$ cat src/rtl/switch_injector_pkg.sv
// Shared types for the switch-driven debug stream injector.
// Latency: n/a (types and constants only).
// Backpressure: n/a.
package switch_injector_pkg;

  // Width of the debug byte stream shared with the LED display debugger.
  localparam int DEBUG_DATA_WIDTH = 8;

  typedef logic [DEBUG_DATA_WIDTH-1:0] dbg_byte_t;

  typedef enum logic {
    ST_IDLE = 1'b0,
    ST_SEND = 1'b1
  } inj_state_t;

  // Index of the final byte of a press: 0 for a single byte, len-1 for a burst.
  function automatic dbg_byte_t burst_last(input logic burst, input int burst_len);
    return burst ? dbg_byte_t'(burst_len - 1) : '0;
  endfunction

endpackage

$ cat src/rtl/debouncer.sv
// Synchronises a raw push button and accepts a new level once stable long enough.
// Latency: 2 sync cycles plus DEBOUNCE_CYCLES of stable input.
// Backpressure: none.
module debouncer #(
  parameter int DEBOUNCE_CYCLES = 1_000_000
) (
  input  logic clock,
  input  logic in,
  output logic out
);

  localparam int CW = $clog2(DEBOUNCE_CYCLES + 1);
  localparam logic [CW-1:0] LAST = CW'(DEBOUNCE_CYCLES - 1);

  logic [1:0]    sync;
  logic [CW-1:0] count;
  logic          stable;

  assign out = stable;

  // Two-flop synchroniser for the asynchronous button.
  always_ff @(posedge clock) begin
    sync <= {sync[0], in};
  end

  // Any bounce back to the accepted level restarts the stability count.
  always_ff @(posedge clock) begin
    if (sync[1] == stable) begin
      count <= '0;
    end else if (count == LAST) begin
      stable <= sync[1];
      count  <= '0;
    end else begin
      count <= count + 1'b1;
    end
  end

endmodule

$ cat src/rtl/fifo.sv
// Generic show-ahead FIFO of 2**MAX_DEPTH_BITS entries.
// Latency: a write at cycle N is visible on out_valid/out_data at N+1.
// Backpressure: in_ready drops only when full; head holds while out_ready=0.
module fifo #(
  parameter int DATA_WIDTH     = 8,
  parameter int MAX_DEPTH_BITS = 3
) (
  input  logic                  clock,
  input  logic                  reset,
  input  logic [DATA_WIDTH-1:0] in_data,
  input  logic                  in_valid,
  output logic                  in_ready,
  output logic [DATA_WIDTH-1:0] out_data,
  output logic                  out_valid,
  input  logic                  out_ready
);

  localparam int DEPTH = 1 << MAX_DEPTH_BITS;
  localparam logic [MAX_DEPTH_BITS:0] FULL_COUNT = {1'b1, {MAX_DEPTH_BITS{1'b0}}};

  logic [DATA_WIDTH-1:0]     mem [DEPTH];
  logic [MAX_DEPTH_BITS-1:0] wr_ptr;
  logic [MAX_DEPTH_BITS-1:0] rd_ptr;
  logic [MAX_DEPTH_BITS:0]   count;
  logic                      push;
  logic                      pop;

  assign in_ready  = (count != FULL_COUNT);
  assign out_valid = (count != '0);
  assign out_data  = mem[rd_ptr];
  assign push      = in_valid & in_ready;
  assign pop       = out_valid & out_ready;

  // Storage array; contents need no reset since count gates visibility.
  always_ff @(posedge clock) begin
    if (push) mem[wr_ptr] <= in_data;
  end

  // Pointer and occupancy tracking.
  always_ff @(posedge clock) begin
    if (reset) begin
      wr_ptr <= '0;
      rd_ptr <= '0;
      count  <= '0;
    end else begin
      if (push) wr_ptr <= wr_ptr + 1'b1;
      if (pop)  rd_ptr <= rd_ptr + 1'b1;
      case ({push, pop})
        2'b10:   count <= count + 1'b1;
        2'b01:   count <= count - 1'b1;
        default: count <= count;
      endcase
    end
  end

endmodule

$ cat src/rtl/rising_edge_detector.sv
// One-cycle pulse on each 0->1 transition of a clean level.
// Latency: combinational pulse in the cycle the level rises.
// Backpressure: none.
module rising_edge_detector #(
  parameter logic RESET_PREV = 1'b1
) (
  input  logic clock,
  input  logic reset,
  input  logic in,
  output logic pulse
);

  logic prev;

  assign pulse = in & ~prev;

  // Previous level; a preset of 1 hides a level already high at reset.
  always_ff @(posedge clock) begin
    if (reset) prev <= RESET_PREV;
    else       prev <= in;
  end

endmodule

$ cat src/rtl/switch_injector.sv
// Pushes the switch byte (or an incrementing burst) into a FIFO on each button press.
// Latency: press at N -> FIFO write from N+1 -> out_valid at N+2 at the earliest.
// Backpressure: FSM holds in_valid/data while FIFO full; presses during SEND are dropped.
module switch_injector
  import switch_injector_pkg::*;
#(
  parameter int MAX_QUEUE_DEPTH_BITS = 8,
  parameter int BURST_LENGTH         = 16,
  parameter int DEBOUNCE_CYCLES      = 1_000_000
) (
  input  logic       clock,
  input  logic       reset,
  input  logic [7:0] switches,
  input  logic       burst_mode,
  input  logic       button_submit,
  output logic [7:0] out_data,
  output logic       out_valid,
  input  logic       out_ready,
  output logic [7:0] submitted_count,
  output logic       dropped,
  output logic       busy
);

  logic       button_db;
  logic       press;
  inj_state_t state_q, state_d;
  dbg_byte_t  base_q, base_d;
  dbg_byte_t  idx_q, idx_d;
  dbg_byte_t  last_q, last_d;
  dbg_byte_t  count_q, count_d;
  logic       dropped_q, dropped_d;
  logic       fifo_in_vld;
  logic       fifo_in_rdy;
  dbg_byte_t  fifo_in_dat;

  debouncer #(
    .DEBOUNCE_CYCLES(DEBOUNCE_CYCLES)
  ) u_debouncer (
    .clock(clock),
    .in   (button_submit),
    .out  (button_db)
  );

  rising_edge_detector #(
    .RESET_PREV(1'b1)
  ) u_edge (
    .clock(clock),
    .reset(reset),
    .in   (button_db),
    .pulse(press)
  );

  fifo #(
    .DATA_WIDTH    (DEBUG_DATA_WIDTH),
    .MAX_DEPTH_BITS(MAX_QUEUE_DEPTH_BITS)
  ) u_fifo (
    .clock    (clock),
    .reset    (reset),
    .in_data  (fifo_in_dat),
    .in_valid (fifo_in_vld),
    .in_ready (fifo_in_rdy),
    .out_data (out_data),
    .out_valid(out_valid),
    .out_ready(out_ready)
  );

  assign fifo_in_dat     = base_q + idx_q;
  assign submitted_count = count_q;
  assign dropped         = dropped_q;
  assign busy            = (state_q == ST_SEND);

  // FSM state and burst bookkeeping registers.
  always_ff @(posedge clock) begin
    if (reset) begin
      state_q   <= ST_IDLE;
      base_q    <= '0;
      idx_q     <= '0;
      last_q    <= '0;
      count_q   <= '0;
      dropped_q <= 1'b0;
    end else begin
      state_q   <= state_d;
      base_q    <= base_d;
      idx_q     <= idx_d;
      last_q    <= last_d;
      count_q   <= count_d;
      dropped_q <= dropped_d;
    end
  end

  // Next-state: latch the press in IDLE, walk idx through the burst in SEND.
  always_comb begin
    state_d     = state_q;
    base_d      = base_q;
    idx_d       = idx_q;
    last_d      = last_q;
    count_d     = count_q;
    dropped_d   = dropped_q;
    fifo_in_vld = 1'b0;
    case (state_q)
      ST_IDLE: begin
        if (press) begin
          base_d  = switches;
          idx_d   = '0;
          last_d  = burst_last(burst_mode, BURST_LENGTH);
          state_d = ST_SEND;
        end
      end
      ST_SEND: begin
        fifo_in_vld = 1'b1;
        // A press landing on the final handshake still counts as busy.
        if (press) dropped_d = 1'b1;
        if (fifo_in_rdy) begin
          count_d = count_q + 8'd1;
          if (idx_q == last_q) state_d = ST_IDLE;
          else                 idx_d   = idx_q + 8'd1;
        end
      end
      default: state_d = ST_IDLE;
    endcase
  end

endmodule
$ cat config.mk
export PLATFORM = sky130hd
export DESIGN_NAME = switch_injector
export DESIGN_NICKNAME = d
export VERILOG_FILES = /design/src/rtl/switch_injector_pkg.sv /design/src/rtl/debouncer.sv /design/src/rtl/fifo.sv /design/src/rtl/rising_edge_detector.sv /design/src/rtl/switch_injector.sv
export SDC_FILE = /design/constraint.sdc
export NUM_CORES = 2
export LEC_CHECK = 0
export BUFFER_PORTS_ARGS = -buffer_cell sky130_fd_sc_hd__clkbuf_2
export CAP_MARGIN = 20
export CORE_MARGIN = 2
export CORE_UTILIZATION = 25
export DETAILED_ROUTE_END_ITERATION = 10
export GPL_TIMING_DRIVEN = 0
export PLACE_DENSITY = 0.39
export SYNTH_ARGS = -nofsm -noshare
export SYNTH_HDL_FRONTEND = slang
export SYNTH_SLANG_ARGS = --single-unit
$ cat constraint.sdc
create_clock -name clock -period 11.5 [get_ports clock]
set_input_delay 3.45 -clock clock [delete_from_list [all_inputs] [get_ports clock]]
set_output_delay 3.45 -clock clock [all_outputs]
set_load 0.02 [all_outputs]
[Word level (Yosys, flattened, before mapping)]
Memory sizes are Yosys's and may differ from the RTL's. A register that Yosys moved wholly into a read port is not among the register bits.
Cells that the tools add are included.
Word-level totals
  input bits: 13
  memories: 1
  register bits: 83
  output and inout bits: 19
  word-level logic and storage cells: 60
  memory bits (writable): 2048
Operators by class
  add/sub/neg operators: 8
  reduce and logical (&&, ||, !) cells: 8
  bitwise logic cells: 6
  eq/ne operators: 9
  mux-type cells: 15
Memory list
  u_fifo.mem: depth 256, width 8, read ports 1, clocked after memory_dff 1, write ports 1, RTL line fifo.sv:21  | logic [DATA_WIDTH-1:0] mem [DEPTH];
Operators with widths (number)
  $mux 8: 5
  $add 8x1->8 const B: 4
  $add 20x1->20 const B: 1
  $eq 20x20->1 const B: 1
  $pmux 9 s2: 1
  $pmux 8 s2: 1
  $add 9x1->9 const B: 1
  $ne 9x9->1 const B: 1
  $reduce_bool 9->1: 1
  $sub 9x1->9 const B: 1
  $add 8x8->8: 1
  $eq 8x8->1: 1
  $reduce_and 2->1: 4
  $mux 1: 6
  $mux 4: 1
  $ne 2x2->1 const B: 2
  $and 1x1->1: 3
  $not 1->1: 3
  $reduce_and 3->1: 1
  $eq 2x1->1 const B: 1
  $eq 2x2->1 const B: 1
  $ne 2x1->1 const B: 1
  $pmux 1 s2: 1
  $reduce_bool 2->1: 1
  2 further kinds: 2

[Logic depth before layout (Yosys ltp)]
  depth in word-level cells: 4
  gate-level depth with buffers: 16
  depth with buffers taken out: 13

[Hierarchy]
A second synthesis with hierarchy kept.
Second synthesis, totals
  cell total of the unflattened synthesis: 4251
  area total of the unflattened synthesis: 83561.4 µm²
Modules (own cells, without submodules)
  fifo: area each 80986.4 µm², sequential area each 62159.6 µm², cells an instance 3957, times used 1
  switch_injector: area each 1520.2 µm², sequential area each 540.5 µm², cells an instance 182, times used 1
  debouncer: area each 1022.2 µm², sequential area each 470.5 µm², cells an instance 109, times used 1
  rising_edge_detector: area each 32.5 µm², sequential area each 20.0 µm², cells an instance 3, times used 1

[Worst setup path before layout]
No wires, ideal clock.
  path kind: register -> register
  from: reg idx_q[0]
  to: mem u_fifo.mem[0][6] (data pin)
  setup time: 1.646 ns
  required time: 9.854 ns
  period minus slack after synthesis: 10.367 ns
  cell stages (with the launch flop): 10
  path buffers: 0
  arrival time: 8.721 ns
  setup slack: 1.133 ns
  path through: dfxtp_1 > ha_1 > inv_1 > fa_1 > inv_1 > a21oi_1 > o21bai_1 > a21o_1 > a21oi_1 > xnor2_1
On the way
  word-level cells in the longest chain between the ends: 1
Ends and longest elaborated chain
  start, declared: RTL line switch_injector.sv:28  | dbg_byte_t idx_q, idx_d;
  start signal, assigned: RTL line switch_injector.sv:84  | idx_q <= idx_d;
  $add 8x8->8: RTL line switch_injector.sv:67  | assign fifo_in_dat = base_q + idx_q;
  named net fifo_in_dat[6]: RTL line switch_injector.sv:34  | dbg_byte_t fifo_in_dat;
  end, declared: RTL line fifo.sv:21
The timed path passes the listed nets, and every way through them passes these cells.

==> out/qor.csv <==
stage;metric;value;unit
cells_and_area;utilization;29.69;%
sta;fin_setup_tns;0;ns
sta;drv_slew;0;
cells_and_area;drive_above_1_share;23.76;%
drt;via_count;44040;
placement;placedCellCount;8639;
worst_setup_path;crit_type;reg -> out;
global_routing;grt_pass1_wl;403.5;mm
clocking;path_clk_slew;0.06;ns
drt;viasPerCell;4.852;
sta;finalSetupViolations;0;
clocking;cts_hold_buf;0;
worst_setup_path;crit_fanout;10;
drt;postRouteAntennaNets;0;
logic_synthesis;yosysUniqueCellTypes;70;
global_routing;grtUsageTotal;17.55;%
clocking;cts_tree;yes;
worst_setup_path;start_kind;flop;
logic_synthesis;async_reset_ff_share;0;%
sta;worst_pin_slew;1.241;ns
worst_setup_path;cp.arrival;6.27;ns
floorplan;num_rows;211;
drt;drc;0;
clocking;cts_sinks;2132;
sta;fin_crit;9.719;ns
drt;drt-wirelength-per-cell;33.28;um
clocking;cts-resized-gates;0;
floorplan;die_w;580.5;um
logic_synthesis;synth_edf_count;2049;
clocking;cts_buffers;237;
floorplan;die_height;580.5;um
logic_synthesis;ys_seq_area_share;76.06;%
sta;layout_worst_path_cycle_share;84.51;%
logic_synthesis;synth_warnings;0;
worst_setup_path;r2r_slack;6.61;ns
cells_and_area;syn_to_final_growth;18.13;%
clocking;h-tree-depth;4;
worst_setup_path;rr_endpoint;u_fifo.mem[171][5];
logic_synthesis;synth_ff_type;edfxtp_1;
power;leakage;30.08;nW
floorplan;core;330500;um2
placement;hpwl;210.1;mm
sta;relSlewSlack;16.51;%
clocking;root_buffer;clkbuf_16;
logic_synthesis;syn_area_per_cell;20.21;um2
floorplan;initial_core_util;25.13;%
floorplan;die_area;336900;um2
hold_path;worstHoldEndpoint;u_debouncer.sync[1];
global_routing;grt.overflow.total;0;
global_routing;grt_pass1_vias;44430;
sta;rsz0062_at_grt;no;
logic_synthesis;yosys_register_bits;2132;
flow_run;cap_violations;0;
worst_setup_path;worstPathRequired;8.05;ns
outcome;status;completed;
floorplan;io_pins;32;
sta;skew;0.08802;ns
placement;port_buffers;31;
cells_and_area;multi_input_area;18340;um2
worst_setup_path;end_kind;output pin;
cells_and_area;seq_area;63190;um2
hold_path;worstHoldStart;u_debouncer.sync[0];
cells_and_area;nets;4547;
cells_and_area;fillers;32380;
worst_setup_path;rr_worst_depth;7;
power;power.density;191.4;nW/um2
drt;initialDrtViolationCount;5125;
sta;final-hold-violation-count;0;
power;peakVddDrop;139.5;uV
cells_and_area;stdcell_count;9076;
clocking;clk_latency;0.94;ns
hold_path;hold_path_class;reg -> reg;
global_routing;antenna_found_initial;27;
placement;gp_congestion;0.8280;
hold_path;min_delay_path_depth;0;
clocking;clockBufferDepth;4;
drt;drt-total-wl;302.1;mm
worst_setup_path;r2r-start;u_fifo.count[3];
logic_synthesis;synth.cell_area;83080;um2
global_routing;grt_max_degree;141;
logic_synthesis;syn-num-nets;4142;
drt;firstDrtPassIters;6;
clocking;postCtsSetupBuffers;0;
logic_synthesis;synth_cells;4110;
sta;clock.fmax;0.1029;GHz
[per-layer routing]
metal / wire length, um / GRT usage, %
met3: 17250 / 2.731
met5: 0 / 0
met1: 134300 / 24.56
met2: 140800 / 28.05
met4: 9778 / 5.188
[Yosys cell counts (all sizes together) (10+ instances only)]
master	count	share of area [%]
a22oi	93	0.84
nand4	10	0.075
mux4	454	12
inv	24	0.11
a221oi	61	0.65
nor4	13	0.12
nor2b	18	0.14
o221ai	28	0.30
nor2	354	1.6
nand3	39	0.23
o31a	10	0.11
ha	18	0.27
edfxtp	2049	74
xor2	32	0.34
nand2	52	0.23
clkbuf	111	0.50
a21oi	86	0.52
mux2i	120	1.4
buf	134	1.4
xnor2	24	0.25
a22o	53	0.56
o21ai	38	0.23
o22ai	45	0.34
a211oi	14	0.13
dfxtp	83	2.0
nor3	41	0.26
[metrics by stage]
stage | power (mW) | hold slack, ns | cell area [um2] | setup slack, ns
3_5_place_dp | 11.63 | 0.3207 | 90760 | 2.713
5_1_grt | 19.33 | 0.3363 | 98120 | 1.885
4_1_cts | 18.99 | 0.3351 | 98090 | 1.806
2_1_floorplan | 10.34 | 0.3096 | 83080 | 1.133
3_3_place_gp | 11.66 | 0.3211 | 88690 | -11.12
6_report | 18.79 | 0.3282 | 98130 | 1.781
[power by group]
part	total, mW	switching, mW	internal, mW
clock network	7.36	3.19	4.16
logic	2.96	1.85	1.11
registers	8.47	0.0185	8.45
total	18.8	5.07	13.7
[how the worst max path moves through the flow]
stage / start / to / slack (ns) / cells past startpoint
2_1_floorplan: idx_q[0] / u_fifo.mem[0][6] / 1.13 / 9
3_3_place_gp: idx_q[1] / u_fifo.mem[120][7] / -11.12 / 7
3_5_place_dp: flop / out_data[1] / 2.71 / 10
4_1_cts: flop / out_data[1] / 1.81 / 10
5_1_grt: flop / out_data[1] / 1.88 / 9
6_report: flop / out_data[1] / 1.78 / 9
[registers in the layout (all words and copies together), names as in the netlist, 2 cells and up, named ones only]
register           count
idx_q                  8
u_fifo.count           9
u_fifo.mem          2048
u_fifo.rd_ptr          8
submitted_count        8
base_q                 8
u_fifo.wr_ptr          8
u_debouncer.count     20
u_debouncer.sync       2
[cell usage in the layout, fill, tap and decap left out, drive strengths merged, types with 7 or more instances in the layout]
cell	Yosys	final
edfxtp	2049	2049
mux4	454	454
clkbuf	111	450
nor2	354	354
buf	134	269
mux2i	120	120
a22oi	93	93
clkinv	0	93
a21oi	86	86
dfxtp	83	83
a221oi	61	61
a22o	53	53
nand2	52	52
o22ai	45	45
nor3	41	41
nand3	39	39
o21ai	38	38
xor2	32	32
inv	24	30
o221ai	28	28
xnor2	24	24
nor2b	18	18
ha	18	18
bufinv	0	15
a211oi	14	14
nor4	13	13
o31a	10	10
nand4	10	10
and3	9	9
or3	9	9
and2	9	9
diode	0	8
mux2	7	7
[final cells by class]
cell class	count	share of cell area, %
clock inverters	118	1.081
diodes	8	0.02040
clock buffers	308	6.388
multi-input cells	1709	18.69
repair buffers	166	2.155
flip-flops and latches	2132	64.39
well taps	4366	5.567
inverters	24	0.09945
plain buffers	245	1.609
[cells by family (layout without fill, tap and decap cells)]
logic type / after synthesis / after routing / synth area share (%)
other: 0 / 8 / 0
adder cells (fa/ha/maj): 19 / 19 / 0.2952
multiplexers: 581 / 581 / 13.85
flip-flops: 2132 / 2132 / 76.06
AO/OA/AOI/OAI: 469 / 469 / 4.072
AND/OR/NAND/NOR: 584 / 584 / 3.145
buffers and inverters: 269 / 861 / 1.985
XOR/XNOR: 56 / 56 / 0.5904
[critical path, stage by stage (launching register included)]
cell and delay, ns:
dfxtp_1 0.42, buf_2 0.36, nor2b_1 0.17, clkbuf_1 0.86, clkbuf_1 0.89, a22oi_1 0.33
a21oi_1 0.65, nor3_1 0.28, nor4_1 1.10, clkbuf_2 0.34
(Power assumes the default switching activity.)
